$ cat src/rtl/spi_tx_arbiter_if.sv
// Requester-side bundle and SPI master pins for spi_tx_arbiter.
// Handshake: req[i] is a level the requester holds until it sees ack[i]. ack[i] is a
// one-cycle pulse issued when requester i's frame has fully left the link. grant[i] is
// high from the cs fall to that ack. din is sampled only on the edge that raises grant.
interface spi_tx_arbiter_if #(
  parameter int NREQ = 4,
  parameter int DW   = 8
);
  logic [NREQ-1:0]         req;
  logic [NREQ*DW-1:0]      din;
  logic [NREQ-1:0]         grant;
  logic [NREQ-1:0]         ack;
  logic [$clog2(NREQ)-1:0] frame_id;
  logic                    busy;
  logic                    cs;
  logic                    mosi;
  logic [1:0]              dbg_state;

  modport master (
    input  req, din,
    output grant, ack, frame_id, busy, cs, mosi, dbg_state
  );

  modport slave (
    output req, din,
    input  grant, ack, frame_id, busy, cs, mosi, dbg_state
  );
endinterface

$ cat src/rtl/spi_tx_arbiter.sv
// Round-robin arbiter and frame sequencer sharing one SPI link between NREQ requesters.
// Runs on sclk; each frame is cs low, DW bits LSB-first, cs high, then GAP idle cycles.
module spi_tx_arbiter #(
  parameter int NREQ = 4,
  parameter int DW   = 8,
  parameter int GAP  = 1
) (
  input  logic             sclk,
  input  logic             rst,
  spi_tx_arbiter_if.master bus
);
  localparam int IW = $clog2(NREQ);
  localparam int CW = $clog2(DW + 1);

  localparam logic [1:0] ST_IDLE = 2'd0;
  localparam logic [1:0] ST_SEND = 2'd1;
  localparam logic [1:0] ST_STOP = 2'd2;
  localparam logic [1:0] ST_GAP  = 2'd3;

  logic [1:0]      state;
  logic [IW-1:0]   ptr;
  logic [CW-1:0]   cnt;
  logic [3:0]      gcnt;
  logic [DW-1:0]   shift;
  logic [NREQ-1:0] grant_r;
  logic [NREQ-1:0] ack_r;
  logic [IW-1:0]   fid_r;
  logic            cs_r;
  logic            mosi_r;

  logic [IW-1:0]   win;
  logic            found;

  function automatic logic [IW-1:0] rr_idx(input logic [IW-1:0] p, input int off);
    int s;
    s = int'(p) + off;
    if (s >= NREQ) s = s - NREQ;
    return IW'(s);
  endfunction

  // First requester at or after the pointer, ascending with wrap.
  always_comb begin
    win   = '0;
    found = 1'b0;
    for (int i = 0; i < NREQ; i++) begin
      if (!found && bus.req[rr_idx(ptr, i)]) begin
        win   = rr_idx(ptr, i);
        found = 1'b1;
      end
    end
  end

  always_ff @(posedge sclk) begin
    if (rst) begin
      state   <= ST_IDLE;
      ptr     <= '0;
      cnt     <= '0;
      gcnt    <= '0;
      shift   <= '0;
      grant_r <= '0;
      ack_r   <= '0;
      fid_r   <= '0;
      cs_r    <= 1'b1;
      mosi_r  <= 1'b0;
    end else begin
      ack_r <= '0;
      case (state)
        ST_IDLE: begin
          cs_r   <= 1'b1;
          mosi_r <= 1'b0;
          if (found) begin
            shift        <= bus.din[int'(win)*DW +: DW];
            grant_r      <= '0;
            grant_r[win] <= 1'b1;
            fid_r        <= win;
            cs_r         <= 1'b0;
            cnt          <= '0;
            state        <= ST_SEND;
          end
        end
        ST_SEND: begin
          mosi_r <= shift[0];
          shift  <= {1'b0, shift[DW-1:1]};
          cnt    <= cnt + 1'b1;
          if (cnt == CW'(DW - 1)) state <= ST_STOP;
        end
        ST_STOP: begin
          cs_r       <= 1'b1;
          mosi_r     <= 1'b0;
          ack_r      <= grant_r;
          grant_r    <= '0;
          ptr        <= (fid_r == IW'(NREQ - 1)) ? '0 : fid_r + 1'b1;
          gcnt       <= '0;
          state      <= (GAP > 0) ? ST_GAP : ST_IDLE;
        end
        default: begin
          // Link idles with cs high; requests are not looked at until back in IDLE.
          cs_r   <= 1'b1;
          mosi_r <= 1'b0;
          gcnt   <= gcnt + 1'b1;
          if (gcnt == 4'(GAP - 1)) state <= ST_IDLE;
        end
      endcase
    end
  end

  assign bus.grant     = grant_r;
  assign bus.ack       = ack_r;
  assign bus.frame_id  = fid_r;
  assign bus.busy      = (state != ST_IDLE);
  assign bus.cs        = cs_r;
  assign bus.mosi      = mosi_r;
  assign bus.dbg_state = state;
endmodule

$ cat src/flat_wrapper.sv
// flat-port wrapper written by rule: the top's interface ports become plain ports
module spi_tx_arbiter_flat 
#(
  parameter int NREQ = 4,
  parameter int DW   = 8,
  parameter int GAP  = 1
)
  (sclk, rst, bus_req, bus_din, bus_grant, bus_ack, bus_frame_id, bus_busy, bus_cs, bus_mosi, bus_dbg_state);
  spi_tx_arbiter_if #(.NREQ(NREQ), .DW(DW)) bus_i ();
  input  logic sclk;
  input  logic rst;
  input wire logic [$bits(bus_i.req)-1:0] bus_req;
  input wire logic [$bits(bus_i.din)-1:0] bus_din;
  output wire logic [$bits(bus_i.grant)-1:0] bus_grant;
  output wire logic [$bits(bus_i.ack)-1:0] bus_ack;
  output wire logic [$bits(bus_i.frame_id)-1:0] bus_frame_id;
  output wire logic [$bits(bus_i.busy)-1:0] bus_busy;
  output wire logic [$bits(bus_i.cs)-1:0] bus_cs;
  output wire logic [$bits(bus_i.mosi)-1:0] bus_mosi;
  output wire logic [$bits(bus_i.dbg_state)-1:0] bus_dbg_state;
  assign bus_i.req = bus_req;
  assign bus_i.din = bus_din;
  assign bus_grant = bus_i.grant;
  assign bus_ack = bus_i.ack;
  assign bus_frame_id = bus_i.frame_id;
  assign bus_busy = bus_i.busy;
  assign bus_cs = bus_i.cs;
  assign bus_mosi = bus_i.mosi;
  assign bus_dbg_state = bus_i.dbg_state;
  spi_tx_arbiter #(.NREQ(NREQ), .DW(DW), .GAP(GAP)) u_core (.sclk(sclk), .rst(rst), .bus(bus_i));
endmodule
$ cat config.mk
export PLATFORM = sky130hd
export DESIGN_NAME = spi_tx_arbiter_flat
export DESIGN_NICKNAME = d
export VERILOG_FILES = /design/src/rtl/spi_tx_arbiter_if.sv /design/src/rtl/spi_tx_arbiter.sv /design/src/flat_wrapper.sv
export SDC_FILE = /design/constraint.sdc
export NUM_CORES = 1
export LEC_CHECK = 0
export CORE_ASPECT_RATIO = 0.8
export CORE_MARGIN = 1.5
export CORE_UTILIZATION = 52
export DETAILED_ROUTE_END_ITERATION = 7
export PLACE_DENSITY = 0.87
export REMOVE_ABC_BUFFERS = 1
export SYNTH_ARGS = -nofsm -noshare
export SYNTH_HDL_FRONTEND = slang
export SYNTH_SLANG_ARGS = --single-unit
export TNS_END_PERCENT = 100
$ cat constraint.sdc
create_clock -name sclk -period 3.76 [get_ports sclk]
set_input_delay 0.752 -clock sclk [delete_from_list [all_inputs] [get_ports sclk]]
set_output_delay 0.752 -clock sclk [all_outputs]
set_load 0.005 [all_outputs]
==> out/summary.md <==
The run finished with clean final reports. The register area share after synthesis was 33.5%; the highest fanout seen on the critical path was 10. Entering global routing, the biggest net connects 18 pins. The Yosys step of the flow raised 0 warnings. The I/O pin count was 53. Input and output buffers added on the ports amount to 52.

The synthesized netlist occupies a cell area of 0.00191 mm^2. The tools report the half-perimeter wire length after detailed placement as 3520 um. On the final layout, the worst clock skew is 0.00312 ns.

Dividing the detail-routed via count by the number of cells gives 5.84. The global routing stage identified its most utilized layer as met2. The number of global-route vias before repair was 1,719; the number of synthesized register bits was 32. For met3 alone, demand over resource in global routing was 4.42%. Global routing used 25.5% of the available tracks. The power per cell area is 629 mW/mm^2, and the post-route clock period utilization is 72.6%. Worst path setup slack after routing: 1.03 ns. Data arrives at the worst endpoint at 1.98 ns.

The first global-routing pass estimated 8110 um of wire. After floorplanning, the core was divided into 19 placement rows. The total core area is 0.00347 mm^2, and the detailed-route wire length is 4850 um.

In this run, synthesis inferred 0 flip-flops with an integrated enable. At the pin with the least slew margin, the transition time is 0.682 ns. The run gives 0.29 ns as the insertion delay to the later sink of the worst-skew pair. The register-to-register path setup slack is 1.47 ns, and the number of hold buffers added after CTS is 0.

In this run the tightest slew margin relative to its limit is 54.4%. The share of synthesized flip-flops with an asynchronous set or reset is 0%. For this run, the leading register cell type out of synthesis is dfxtp_1. The logs give 0 ns for the total negative slack and 366 MHz for the top achievable clock speed.

The number of diodes added for antenna fixing was 0; the deepest level of the CTS H-tree was 2. Counting every instance in the synthesized netlist gives 234. The detail-routed net length per standard cell works out to 15.0 um.

The tool flagged a number of max-cap violations equal to 0. Floorplan die area: 0.00405 mm^2. Setup violations remaining at the end of the flow were counted as 0.

Global routing finished with a remaining overflow of 0. The count of nets left with antenna violations once routing finished came out at 0. The routed layout has 1,891 vias. Once the floorplan was initialized, standard cells occupied 55.1% of the core. Clock-pin slew was measured on the worst setup and hold paths at 0.07 ns. The tools report the met1 usage as 35.8%. The logs give 0.468 ns for the final worst hold slack and 32 for the total clock sinks.

The logs give 5 for the number of buffers inserted during clock tree synthesis and 316 for the number of placed cells counting well taps. The starting DRC count in detailed routing was 238; the met2 track utilization from global routing was 38.5%. In the routed design, unresolved DRC markers number 0.

The clock passes through at most 2 buffers. The tools report the minimum setup slack after placement as 0.875 ns. Worst hold path class: reg2reg.

Dividing the synthesized area by the synthesized cell count gives 8.18 um^2. Counting distinct cell types in the post-synthesis netlist gives 49. Initial antenna violation count: 0.

Setup repair after global routing left no endpoint under its margin. The start-to-end type of the worst setup path is reg2out. IR analysis of the VDD net gives a maximum drop of 318 uV.

For the worst setup path, the data required time is 3.01 ns. For the max-slew violation count, the log shows 0. Compared with the post-synthesis result, the final layout area differs by 33.1%.

For this run, the slowest stage of the critical path takes 0.55 ns. Walking the worst path, the cells encountered are inv_1 -> ha_1 -> clkinv_1 -> clkdlybuf4s50_1. TritonCTS built the clock tree. After layout, the minimum clock period comes to 2.73 ns.

At the end of routability-driven placement, the weighted congestion stood at 0.882. The y dimension of the die is 57.3 um. The slowest stage cell on the critical path was clkdlybuf4s50_1.

From left edge to right edge, the die measures 70.8 um. The cell sitting at the root of the clock tree is a clkbuf_8. Summing all multi-input logic gate instances after layout gives 0.00117 mm^2.

STA classifies the critical path endpoint as an output pin. The number of setup buffers added after CTS is 0. Summed over all cells, the static leakage comes to 0.000988 uW. The post-CTS resize count came out at 0.

The final cell count without fillers came out at 324. The worst setup path is launched from a flip-flop. Fraction of layout instances using a drive strength above 1: 8.16%. Across the whole layout, storage elements account for 641 um^2.

The layout filler cell count came out at 265. The logs give 0 for the final hold violation count and 4 for the number of detailed-routing iterations run before antenna repair. For this run, the post-layout net count is 327.
worst max-delay path, delay by kind of cell, from the launching register on:
| family | cells | cell delay (ns) |
|---|---|---|
| flip-flops | 1 | 0.35 |
| adder cells (fa/ha/maj) | 1 | 0.36 |
| buffers and inverters | 3 | 0.97 |
metrics by stage:
step	instance area [um^2]	util [%]	power, uW
floorplan	1850	-	994
global placement	2430	70.2	1240
detailed placement	2430	70.2	1260
CTS	2550	73.4	1590
global route	2550	73.4	1720
finish	2550	73.4	1600
worst paths after layout:
kind | start | to | depth (start not counted)
max | u_core.bus.dbg_state[0] | bus_busy | 4
min | u_core.shift[7] | u_core.shift[7] | 2
max reg2reg | u_core.bus.dbg_state[1] | u_core.shift[4] | 6
min reg2reg | u_core.shift[7] | u_core.shift[7] | 2
placed cells by master (no fill, tap or decap), types with 4 or more instances in the layout:
cell type	n
and3_1	9
and2_1	4
nand2_1	19
nand3_1	4
mux2i_1	5
a21boi_0	5
a21oi_1	20
nor2_1	23
clkdlybuf4s50_1	52
dfxtp_1	32
ha_1	8
o21ai_1	4
inv_1	8
nor3_1	7
nor2b_1	4
clkbuf_8	5
o21ai_0	17
per-layer routing:
layer	routed length, um	up-vias
met5	0	-
li1	-	943
met1	2210	861
met4	91	0
met2	2190	78
met3	351	9
Yosys cell counts (3+ instances only):
cell type | instances | area share (%)
a2111oi_0 | 3 | 1.4
a21boi_0 | 5 | 2.0
a21o_1 | 3 | 1.2
a21oi_1 | 20 | 5.2
a221o_1 | 3 | 1.6
a221oi_2 | 3 | 2.4
a2bb2oi_1 | 3 | 1.4
and2_1 | 4 | 1.3
and3_1 | 9 | 2.9
and3b_1 | 3 | 1.4
buf_2 | 5 | 1.3
clkbuf_1 | 8 | 1.6
dfxtp_1 | 32 | 33
ha_1 | 8 | 5.2
inv_1 | 8 | 1.6
mux2_2 | 3 | 1.8
mux2i_1 | 5 | 2.6
nand2_1 | 19 | 3.7
nand3_1 | 4 | 1.0
nor2_1 | 23 | 4.5
nor2b_1 | 4 | 1.3
nor3_1 | 7 | 1.8
o21ai_0 | 17 | 4.4
o21ai_1 | 4 | 1.0
power by group:
| group | total (uW) | internal (uW) | switching [uW] |
|---|---|---|---|
| Clock | 336 | 196 | 140 |
| Combinational | 774 | 347 | 428 |
| Sequential | 491 | 425 | 65.6 |
| Total | 1600 | 968 | 633 |
kinds of logic after synthesis:
kind of cell | synth area share [%]
simple gates | 23.9
buf+inv | 5.23
xor+xnor | 0.916
flops | 33.5
compound gates | 26.8
mux | 4.38
fa+ha+maj | 5.23
state kept, by name, summed over array words and instances (netlist names):
| name | flops |
|---|---|
| u_core.shift | 8 |
| u_core.bus.ack | 4 |
| u_core.bus.grant | 4 |
| u_core.cnt | 4 |
| u_core.gcnt | 4 |
| u_core.bus.dbg_state | 2 |
| u_core.bus.frame_id | 2 |
| u_core.ptr | 2 |
| u_core.bus.cs | 1 |
| u_core.bus.mosi | 1 |
cell type report:
cell class                      instances  share of cell area (%)
Multi-Input combinational cell        179                    46.0
Sequential cell                        32                    25.2
Timing Repair Buffer                   54                    21.0
Clock buffer                            5                    2.70
Tap cell                               42                    2.06
Clock inverter                          3                    1.67
Inverter                                9                    1.33
(Power assumes the default switching activity.)
